[config.mk]
export PLATFORM = sky130hd
export DESIGN_NAME = fifo_uart_tx
export DESIGN_NICKNAME = d
export VERILOG_FILES = /design/src/rtl/fifo_uart_tx.sv
export SDC_FILE = /design/constraint.sdc
export NUM_CORES = 1
export LEC_CHECK = 0
export CAP_MARGIN = 30
export CORE_ASPECT_RATIO = 0.7
export CORE_MARGIN = 8
export CORE_UTILIZATION = 54
export CTS_CLUSTER_DIAMETER = 150
export DETAILED_ROUTE_END_ITERATION = 8
export PLACE_DENSITY = 0.78
export RECOVER_POWER = 100
export SETUP_SLACK_MARGIN = 0.05
export SLEW_MARGIN = 0
export SYNTH_ARGS = -nofsm -noshare
export SYNTH_HDL_FRONTEND = slang
export SYNTH_SLANG_ARGS = --single-unit
[constraint.sdc]
create_clock -name clk -period 2 [get_ports clk]
set_input_delay 0.2 -clock clk [delete_from_list [all_inputs] [get_ports clk]]
set_output_delay 0.2 -clock clk [all_outputs]
set_load 0.02 [all_outputs]
[src/rtl/fifo_uart_tx.sv]
// fifo_uart_tx: pops words from the upstream FIFO and serialises each as a UART frame (start, LSB-first data, optional parity, stop).
// Latency: fifo_rd_en is high the cycle after IDLE sees a non-empty FIFO; the start bit begins two cycles after the read strobe.
// Backpressure: a frame starts only while enable=1 and the FIFO is non-empty; a frame already started always runs to completion.
// Optional feature: define UART_TX_PARITY_EN to insert a parity bit (even, or odd with PARITY_ODD=1) between data and stop bits.
module fifo_uart_tx #(
    parameter int WIDTH        = 8,
    parameter int CLKS_PER_BIT = 16,
    parameter int STOP_BITS    = 1,
    parameter int PARITY_ODD   = 0
) (
    input  logic             clk,
    input  logic             reset,
    input  logic             enable,
    input  logic             fifo_empty,
    input  logic [WIDTH-1:0] fifo_data,
    output logic             fifo_rd_en,
    output logic             tx,
    output logic             busy,
    output logic             frame_done
);

    localparam int CNT_W = $clog2(CLKS_PER_BIT);
    localparam int IDX_W = $clog2(WIDTH + 1);

    localparam logic [CNT_W-1:0] CNT_LAST  = CNT_W'(CLKS_PER_BIT - 1);
    localparam logic [CNT_W-1:0] CNT_ONE   = CNT_W'(1);
    localparam logic [IDX_W-1:0] IDX_LAST  = IDX_W'(WIDTH - 1);
    localparam logic [IDX_W-1:0] STOP_LAST = IDX_W'(STOP_BITS - 1);
    localparam logic [IDX_W-1:0] IDX_ONE   = IDX_W'(1);

    // Reject parameter sets the framing logic cannot represent.
    if (CLKS_PER_BIT < 2 || (STOP_BITS != 1 && STOP_BITS != 2) ||
        (PARITY_ODD != 0 && PARITY_ODD != 1)) begin : g_bad_cfg
        $error("fifo_uart_tx: illegal parameter set");
    end

    typedef enum logic [2:0] {
        IDLE   = 3'd0,
        REQ    = 3'd1,
        LATCH  = 3'd2,
        START  = 3'd3,
        DATA   = 3'd4,
`ifdef UART_TX_PARITY_EN
        PARITY = 3'd5,
`endif
        STOP   = 3'd6
    } state_t;

    state_t           state;
    state_t           state_nxt;
    logic [CNT_W-1:0] cnt;
    logic [CNT_W-1:0] cnt_nxt;
    logic [IDX_W-1:0] idx;
    logic [IDX_W-1:0] idx_nxt;
    logic [WIDTH-1:0] shift_reg;
    logic [WIDTH-1:0] shift_nxt;
    logic [WIDTH-1:0] shift_dn;
    logic             tx_nxt;
    logic             done_nxt;
    logic             bit_end;
`ifdef UART_TX_PARITY_EN
    localparam logic PARITY_BIT = 1'(PARITY_ODD);
    logic             parity_bit;
    logic             parity_nxt;
`endif

    // Bit timer reaches its last count: the current serial bit ends at this edge.
    assign bit_end  = (cnt == CNT_LAST);
    assign shift_dn = shift_reg >> 1;

    // Read strobe and busy are pure decodes of the state register.
    assign fifo_rd_en = (state == REQ);
    assign busy       = (state != IDLE);

    // State, timers, shift register and the registered line/pulse outputs.
    always_ff @(posedge clk or posedge reset) begin
        if (reset) begin
            state      <= IDLE;
            cnt        <= '0;
            idx        <= '0;
            shift_reg  <= '0;
            tx         <= 1'b1;
            frame_done <= 1'b0;
`ifdef UART_TX_PARITY_EN
            parity_bit <= 1'b0;
`endif
        end else begin
            state      <= state_nxt;
            cnt        <= cnt_nxt;
            idx        <= idx_nxt;
            shift_reg  <= shift_nxt;
            tx         <= tx_nxt;
            frame_done <= done_nxt;
`ifdef UART_TX_PARITY_EN
            parity_bit <= parity_nxt;
`endif
        end
    end

    // Next-state decode; tx_nxt is the line level for the state being entered.
    always_comb begin
        state_nxt = state;
        cnt_nxt   = cnt;
        idx_nxt   = idx;
        shift_nxt = shift_reg;
        tx_nxt    = tx;
        done_nxt  = 1'b0;
`ifdef UART_TX_PARITY_EN
        parity_nxt = parity_bit;
`endif
        case (state)
            IDLE: begin
                tx_nxt  = 1'b1;
                cnt_nxt = '0;
                idx_nxt = '0;
                // fifo_empty is only looked at here, so a frame never pops twice.
                if (enable && !fifo_empty) begin
                    state_nxt = REQ;
                end
            end
            REQ: begin
                state_nxt = LATCH;
            end
            LATCH: begin
                // FIFO output is registered, so the popped word is valid now.
                shift_nxt = fifo_data;
`ifdef UART_TX_PARITY_EN
                parity_nxt = (^fifo_data) ^ PARITY_BIT;
`endif
                cnt_nxt   = '0;
                idx_nxt   = '0;
                tx_nxt    = 1'b0;
                state_nxt = START;
            end
            START: begin
                if (bit_end) begin
                    cnt_nxt   = '0;
                    tx_nxt    = shift_reg[0];
                    state_nxt = DATA;
                end else begin
                    cnt_nxt = cnt + CNT_ONE;
                end
            end
            DATA: begin
                if (bit_end) begin
                    cnt_nxt   = '0;
                    shift_nxt = shift_dn;
                    if (idx == IDX_LAST) begin
                        idx_nxt   = '0;
`ifdef UART_TX_PARITY_EN
                        tx_nxt    = parity_bit;
                        state_nxt = PARITY;
`else
                        tx_nxt    = 1'b1;
                        state_nxt = STOP;
`endif
                    end else begin
                        idx_nxt = idx + IDX_ONE;
                        tx_nxt  = shift_dn[0];
                    end
                end else begin
                    cnt_nxt = cnt + CNT_ONE;
                end
            end
`ifdef UART_TX_PARITY_EN
            PARITY: begin
                if (bit_end) begin
                    cnt_nxt   = '0;
                    tx_nxt    = 1'b1;
                    state_nxt = STOP;
                end else begin
                    cnt_nxt = cnt + CNT_ONE;
                end
            end
`endif
            STOP: begin
                // idx is reused to count stop bits.
                if (bit_end) begin
                    cnt_nxt = '0;
                    if (idx == STOP_LAST) begin
                        idx_nxt   = '0;
                        tx_nxt    = 1'b1;
                        done_nxt  = 1'b1;
                        state_nxt = IDLE;
                    end else begin
                        idx_nxt = idx + IDX_ONE;
                    end
                end else begin
                    cnt_nxt = cnt + CNT_ONE;
                end
            end
            default: begin
                // Unused encodings recover to an idle line.
                cnt_nxt   = '0;
                idx_nxt   = '0;
                tx_nxt    = 1'b1;
                state_nxt = IDLE;
            end
        endcase
    end

endmodule

==> results.md, run 1 <==
* Synth Area in XOR/XNOR at 0.0140
* Synth area leaders: dfrtp_1 40%, mux2i_1 8.0%, nand2_1 6.0%
* Diodes inserted at 0
* Core Area at 2170 um2
* Seq/Total Area, Yosys at 0.421
* Post-route minimum period at 1.82 ns
* Max-slew headroom at 0.258
* Synth Area per Inst at 9.63 um2
* DR pass1 iterations at 4
* Largest delay share family, worst path: buffers and inverters
* TritonCTS clock tree: built
* Area Overhead vs Synth at 16.0%
* Dpl hpwl at about 2 mm
* Clock Skew at 0.00643 ns
* First-pass GRT wire length at ~4.5 mm
* Synth Instances at 130
* WP data required at 1.80 ns
* Largest family of logic cells by synthesized area: simple AND/OR/NAND/NOR gates
* Register area at 528 um2
* Synth Register Bits at 21
* Simple-gate area share of the yosys netlist at 0.200
* Area post-placement at approximately 1400 um2
* Setup crit end kind: output pin
* Vias in the first global route at 964
* Worst path max stage delay at between 0.5 and 0.6 ns
* Synth area leader: dfrtp_1
* Ys async rst share at 1.00
* WL final at 2.60 mm
* Gr ovfl total at 0
* Critical-path maximum fanout at 11
* Site row count at 14
* Syn Nets at 145
* Mux contribution to synthesized area at 0.0889
* Static leakage at 0.624 nW
* Gpl congestion at 0.814
* R2r worst-path depth at 5
* # nets final at 164
* Post-Synth Adder-Cell Area at 0.0300
* Worst EP arrival at 1.62 ns
* Wire length per cell at ~14 um
* Initial antenna violation count at 0
* Filler instances at 196
* Fmax at 551 MHz
* Drt drc at 0
* R2R Path Start: cnt[0]
* Post-synth top cells: 20 x dfrtp_1, 20 x nand2_1, 12 x o21ai_0
* Multi-input logic area at 662 um2
* Worst R2R Setup Slack at 0.21 ns
* Share of layout cells above drive strength 1 at 0.108
* Hold Crit Depth at 2
* VDD IR max at 0.599 mV
* Max-cap violations at 0
* Ys flop type: dfrtp_1
* Skew-Pair Late Insertion Delay at 0.31 ns
* GRT Overall Usage at 0.137
* Slowest cell on crit path: dfrtp_1
* EDFF count, synth at 0
* Clock Sinks at 21
* Critical hold path startpoint: shift_reg[4]
* Crit path buf inv count at 2
* CP startpoint kind: flop
* Setup TNS at 0 ns
* Largest net degree at the start of global routing at 22
* Yosys warning count at 0
* Min-Delay Endpoint: shift_reg[4]
* Max reg flops at 8
* DR vias/cell at 5.46
* Yosys top cell area share at 0.400
* Via count at ~1000
* Period utilisation layout at 0.908
* Pwr Density at 1110 nW/um2
* Chip height at 56.3 um
* Worst r2r dst: tx
* Chip width at 73.6 um
* Port Buffers at 15
* H-Tree Depth at 1
* TritonCTS Buffers at 3
* Maximum root-to-sink buffer count at 2
* Initial core utilization at 0.577
* Post-synthesis compound-gate area fraction at 0.188
* Worst-path cell chain: clkbuf_1 > nor2_1 > dlygate4sd2_1
* Worst Hold Margin at slightly below 0.5 ns
* RSZ-0062 raised after global routing: false
* Status: finished, final reports clean
* Final setup violation count at 0
* Final Core Density at 0.669
* Area of the die at slightly above 4000 um2
* Netlist cell types at 43
* Final max-slew violation count at 0
* Slew @ Worst Pin at 1.11 ns
* Worst-path clk slew at 0.12 ns
* WS Path Type: reg -> out
* Hold Violations, Final at 0
* Cell area after layout at 1450 um2
* Root Driver: clkbuf_4
* Post-CTS Hold Buffers at 0
* Num ports at 16
* First DRT Iteration DRCs at 61
* Cell area after synthesis at 1250 um2
* Routed Antenna Nets at 0
* Tightest Hold Check Type: reg -> reg
## kinds of logic (layout without fill, tap and decap cells)
family / count (synthesis) / after routing
compound gates: 34 / 34
xor+xnor: 2 / 2
fa+ha+maj: 3 / 3
buf+inv: 11 / 29
flops: 21 / 21
mux: 11 / 11
simple gates: 48 / 48
## layout by cell type, fill, tap and decap left out, types with 3 or more instances in the layout
cell	count
clkbuf_1	4
o21ai_0	12
nor2b_1	3
clkbuf_4	3
a21oi_1	6
nor2_1	7
nand2_1	20
dfrtp_1	19
dlygate4sd3_1	3
ha_1	3
inv_1	5
clkdlybuf4s50_1	10
nand3_1	3
nor3b_1	3
mux2i_1	10
## layer usage
layer	up-vias	GRT usage	routed length (um)
met5	-	0	0
met1	459	0.186	1260
li1	499	-	-
met2	20	0.204	1200
met4	0	0.0340	31
met3	4	0.0425	101
## layout make-up
class | instances | area share
Multi-Input combinational cell | 98 | 0.456
Sequential cell | 21 | 0.363
Timing Repair Buffer | 20 | 0.122
Tap cell | 32 | 0.0276
Clock buffer | 4 | 0.0181
Inverter | 5 | 0.0129
## worst max path at each step
stage | startpoint | slack, ns | to | depth (start not counted)
after floorplan | cnt[0] | 0.37 | shift_reg[2] | 6
after global placement | cnt[0] | 0.25 | shift_reg[2] | 4
after detailed placement | cnt[0] | 0.14 | shift_reg[3] | 4
after CTS | state[1] | 0.06 | busy | 2
after global routing | state[1] | 0.10 | fifo_rd_en | 3
final | state[1] | 0.18 | fifo_rd_en | 3
## through the flow
step | worst slack [ns] | power, mW | cells
finish | 0.184 | 1.62 | 180
global route | 0.105 | 1.75 | 180
CTS | 0.0637 | 1.62 | 180
detailed placement | 0.143 | 1.42 | 176
global placement | 0.253 | 1.38 | 176
floorplan | 0.374 | 1.24 | 130
## worst min-delay path: cells and delay by family (launching register included)
family,cells,cell delay (ns)
AND/OR/NAND/NOR,1,0.05
flip-flops,1,0.36
AO/OA/AOI/OAI,1,0.06
## report_power, final
part	switching [mW]	internal (mW)	total, mW
clock	0.130	0.0779	0.208
sequential	0.156	0.587	0.743
combinational	0.353	0.315	0.668
## what timing repair did
item | in CTS | in global routing
gates resized for setup | 3 | 2
endpoints found under the hold margin | 0 | 0
endpoints found under the setup margin | 2 | 5
cloned | 0 | 0
buffers inserted | 0 | 0
pin swaps | 0 | 0
Power figures use the tool's default switching activity.
==> run 2, diff against run 1 <==
--- a/config.mk
+++ b/config.mk
@@ -11,7 +11,7 @@
 export CORE_UTILIZATION = 54
 export CTS_CLUSTER_DIAMETER = 150
 export DETAILED_ROUTE_END_ITERATION = 8
-export PLACE_DENSITY = 0.78
+export PLACE_DENSITY = 0.83
 export RECOVER_POWER = 100
 export SETUP_SLACK_MARGIN = 0.05
 export SLEW_MARGIN = 0
==> results.md, run 2 (same netlist as run 1, synthesis figures left out) <==
* Gr ovfl total at 0
* Pre-CTS setup slack at 0.251 ns
* Largest delay share family, worst path: flip-flops
* DR vias/cell at about 5.6
* Pwr Density at 1130 nW/um2
* Status: finished, final reports clean
* TritonCTS clock tree: built
* Slew @ Worst Pin at 1.14 ns
* GRT Overall Usage at 0.139
* # nets final at 166
* H-Tree Depth at 1
* TritonCTS Buffers at 3
* Share of layout cells above drive strength 1 at 0.133
* Num ports at 16
* Switch share at 0.402
* WS Path Type: reg -> reg
* Drt drc at 0
* Post-CTS Hold Buffers at 0
* Static leakage at 0.630 nW
* Chip height at 56.3 um
* Final Power at 1.63 mW
* First DRT Iteration DRCs at 50
* CP startpoint kind: flop
* Root Driver: clkbuf_4
* Wire length per cell at 14.6 um
* Combinational fraction of design power at 0.411
* Clock Sinks at 21
* Area post-placement at 1440 um2
* Worst-path clk slew at 0.14 ns
* DR pass1 iterations at 4
* Vias in the first global route at 1013
* Seq pwr share at 0.454
* Area Overhead vs Synth at 15.8%
* Internal Power at 0.976 mW
* Diodes inserted at 0
* Placed cell count at 178
* Cell area after layout at 1450 um2
* Worst Hold Margin at 0.490 ns
* Fmax at between 500 and 600 MHz
* Dpl hpwl at between 1.5 and 2 mm
* Worst-path cell chain: ha_1 > and3_2 > nor2_1 > a211oi_1 > mux2_2
* Worst path max stage delay at 0.43 ns
* Final Core Density at 0.668
* Initial core utilization at 0.577
* Tightest Hold Check Type: in -> reg
* Crit path buf inv count at 0
* Via count at 1014
* Max-cap violations at 0
* WP data required at 2.28 ns
* Final max-slew violation count at 0
* Hold Violations, Final at 0
* WL final at 2.65 mm
* R2R Path Start: cnt[0]
* Clock Skew at 0.0236 ns
* Setup repair bufs after CTS at 0
* Skew-Pair Late Insertion Delay at 0.33 ns
* NetSw at ~0.66 mW
* Setup crit end kind: flop
* Port Buffers at 15
* Largest net degree at the start of global routing at 22
* RSZ-0062 raised after global routing: false
* Chip width at ~74 um
* Maximum root-to-sink buffer count at 2
* Critical hold path startpoint: fifo_data[3]
* Area of the die at 4140 um2
* Layout Cells excl Fill at 182
* Post-route minimum period at 1.78 ns
* Max reg flops at 8
* First-pass GRT wire length at 4.69 mm
* Most frequent cells in the layout: 20 x nand2_1, 19 x dfrtp_1, 12 x o21ai_0, 10 x mux2i_1, 10 x clkdlybuf4s50_1
* Slowest cell on crit path: dfrtp_1
* Fin worst setup slack at 0.215 ns
* Core Area at 2170 um2
* Routed Antenna Nets at 0
* Initial antenna violation count at 0
* Final setup violation count at 0
* Period utilisation layout at 0.892
* Worst EP arrival at ~2.1 ns
* Max-slew headroom at 0.240
* Critical-path maximum fanout at 10
* Site row count at 14
* Setup TNS at 0 ns
* Leading cell type in the layout, fill and taps excluded: nand2_1
* CP Launch Point: cnt[0]
* Clock share of power at 0.135
* Gpl congestion at roughly 0.81
* VDD IR max at 0.678 mV
run 2: cell count changes in the layout (fill, tap and decap cells not counted), sizes merged:
| cell | before | now |
|---|---|---|
| buf | 2 | 4 |
| clkinv | 0 | 1 |
| dlygate4sd2 | 1 | 0 |
run 2: final cells by class:
cell class,count,area [um2]
clock inverters,1,5.00
inverters,5,18.8
repair buffers,22,189
well taps,32,40.0
clock buffers,3,22.5
flip-flops and latches,21,528
multi-input cells,98,647
fillers,194,722
run 2: repair_timing:
item                       4_1_cts  5_1_grt
cloned                           0        0
resized for setup                2        2
setup endpoints to repair        2        2
run 2: final timing paths:
kind                                      to  slack, ns  cells past startpoint
worst max-delay path                      tx       0.22                      5
worst min-delay path            shift_reg[3]       0.49                      3
worst max register to register            tx       0.22                      5
worst min register to register  shift_reg[5]       0.50                      2
max in group asynchronous           state[0]       0.57                      3
min in group asynchronous       shift_reg[1]       0.64                      3
run 2: routing by layer:
metal	global-route usage	vias up	wire [um]
met5	0	-	0
met4	0.0170	0	12
met3	0.0496	4	158
met2	0.204	21	1190
met1	0.192	483	1290
li1	-	506	-
run 2: power by group through the flow:
stage / Sequential [mW] / Combinational, mW / Clock, mW
floorplan: 0.702 / 0.539 / 0
global placement: 0.736 / 0.658 / 0
detailed placement: 0.746 / 0.699 / 0
CTS: 0.741 / 0.702 / 0.221
global route: 0.766 / 0.756 / 0.241
finish: 0.742 / 0.671 / 0.220
run 2: worst register-to-register path: stages (launching register included):
cell      delay, ns
dfrtp_1        0.43
ha_1           0.27
and3_2         0.33
nor2_1         0.07
a211oi_1       0.28
mux2_2         0.37
==> run 3, diff against run 2 <==
--- a/config.mk
+++ b/config.mk
@@ -7,7 +7,6 @@
 export LEC_CHECK = 0
 export CAP_MARGIN = 30
 export CORE_ASPECT_RATIO = 0.7
-export CORE_MARGIN = 8
 export CORE_UTILIZATION = 54
 export CTS_CLUSTER_DIAMETER = 150
 export DETAILED_ROUTE_END_ITERATION = 8
==> results.md, run 3 (same netlist as run 1, synthesis figures left out) <==
* Status: finished, final reports clean
* Filler instances at 181
* Critical-path maximum fanout at 10
* Maximum root-to-sink buffer count at 2
* # nets final at 165
* Placed cell count at between 150 and 200
* Initial antenna violation count at 0
* Pre-CTS setup slack at approximately 0.28 ns
* TritonCTS clock tree: built
* WS Path Type: reg -> reg
* Clock Skew at 0.00780 ns
* Worst-path clk slew at 0.12 ns
* Largest net degree at the start of global routing at 22
* Slowest cell on crit path: dfrtp_1
* Max-slew headroom at 0.236
* Register area at 528 um2
* Port Buffers at 15
* DR pass1 iterations at 6
* First DRT Iteration DRCs at 36
* VDD IR max at 0.760 mV
* Pwr Density at roughly 1100 nW/um2
* WP data required at between 2 and 2.5 ns
* Post-CTS Hold Buffers at 0
* Largest delay share family, worst path: flip-flops
* Gr ovfl total at 0
* Chip width at 59.6 um
* Period utilisation layout at 0.906
* Clock Sinks at 21
* Tightest Hold Check Type: reg -> reg
* DR vias/cell at 5.78
* Gpl congestion at 0.799
* Max reg flops at 8
* Layout Cells excl Fill at 181
* Hold Violations, Final at 0
* Diodes inserted at 0
* Final setup violation count at 0
* Setup repair bufs after CTS at 0
* Static leakage at 0.621 nW
* Slew @ Worst Pin at around 1.1 ns
* Most frequent cells in the layout: 20 x nand2_1, 19 x dfrtp_1, 12 x o21ai_0, 10 x mux2i_1, 10 x clkdlybuf4s50_1
* H-Tree Depth at 1
* Multi-input logic area at between 600 and 700 um2
* Routed Antenna Nets at 0
* Worst path max stage delay at 0.45 ns
* Wire length per cell at 14.7 um
* Root Driver: clkbuf_4
* Max-cap violations at 0
* Site row count at 14
* Crit path buf inv count at 0
* Chip height at roughly 42 um
* Worst-path cell chain: ha_1 > and3_2 > nor2_1 > a211oi_1 > mux2_2
* Fin worst setup slack at approximately 0.19 ns
* Area of the die at 2520 um2
* WL final at 2.66 mm
* Area Overhead vs Synth at 14.7%
* RSZ-0062 raised after global routing: false
* Setup TNS at 0 ns
* Worst Hold Margin at about 0.49 ns
* Via count at 1046
* Leading cell type in the layout, fill and taps excluded: nand2_1
* Share of layout cells above drive strength 1 at 0.114
* Post-route minimum period at between 1.5 and 2 ns
* Worst EP arrival at 2.07 ns
* TritonCTS Buffers at 3
* Vias in the first global route at 1009
* Initial core utilization at 0.577
* Final Core Density at 0.661
* Fmax at 552 MHz
* Skew-Pair Late Insertion Delay at 0.31 ns
* First-pass GRT wire length at 4.49 mm
* Core Area at between 2000 and 2500 um2
* Dpl hpwl at roughly 1.8 mm
* GRT Overall Usage at 0.236
* Setup crit end kind: flop
* CP startpoint kind: flop
* Num ports at 16
* Final max-slew violation count at 0
* Drt drc at 0
run 3: changes by cell type in the layout (fill, tap and decap cells not counted), sizes merged:
cell    before  now
clkinv       1    0
buf          4    3
clkbuf       7    8
run 3: through the flow:
step | area, um2 | power, mW
6_report | 1440 | 1.62
5_1_grt | 1440 | 1.75
4_1_cts | 1460 | 1.65
3_5_place_dp | 1430 | 1.42
3_3_place_gp | 1430 | 1.39
2_1_floorplan | 1250 | 1.24
run 3: worst paths after layout:
kind,startpoint,to,slack [ns],depth (start not counted)
min in group asynchronous,reset,shift_reg[1],0.67,3
max in group asynchronous,reset,state[0],0.56,3
max reg2reg,cnt[0],tx,0.19,5
max,cnt[0],tx,0.19,5
min,shift_reg[6],shift_reg[6],0.49,2
min reg2reg,shift_reg[6],shift_reg[6],0.49,2
run 3: layer usage:
layer  vias to the layer above  wire length, um  track usage
met5                         -                0            0
met4                         0               13       0.0558
met3                         2              151       0.0679
met2                        38             1240        0.357
met1                       506             1250        0.333
li1                        500                -            -
run 3: layout make-up:
type,count,share of cell area
tap,32,0.0279
multi-input combinational,98,0.447
clock buffer,4,0.0183
timing repair buffer,21,0.126
inverter,5,0.0131
sequential,21,0.368
run 3: repair_timing:
| action | in CTS | in global routing |
|---|---|---|
| endpoints found under the setup margin | 2 | 2 |
| resized for setup | 2 | 2 |
| endpoints found under the hold margin | 0 | 0 |
run 3: worst min-delay path, cell delays in order, from the launching register on:
cell     delay [ns]
dfrtp_1        0.36
nand2_1        0.04
o21ai_0        0.06
run 3: where the power goes:
group	total [mW]	leakage [nW]	switching [mW]	internal (mW)
Sequential	0.746	0.258	0.159	0.586
Clock	0.212	0.0150	0.134	0.0780
Combinational	0.664	0.349	0.351	0.313
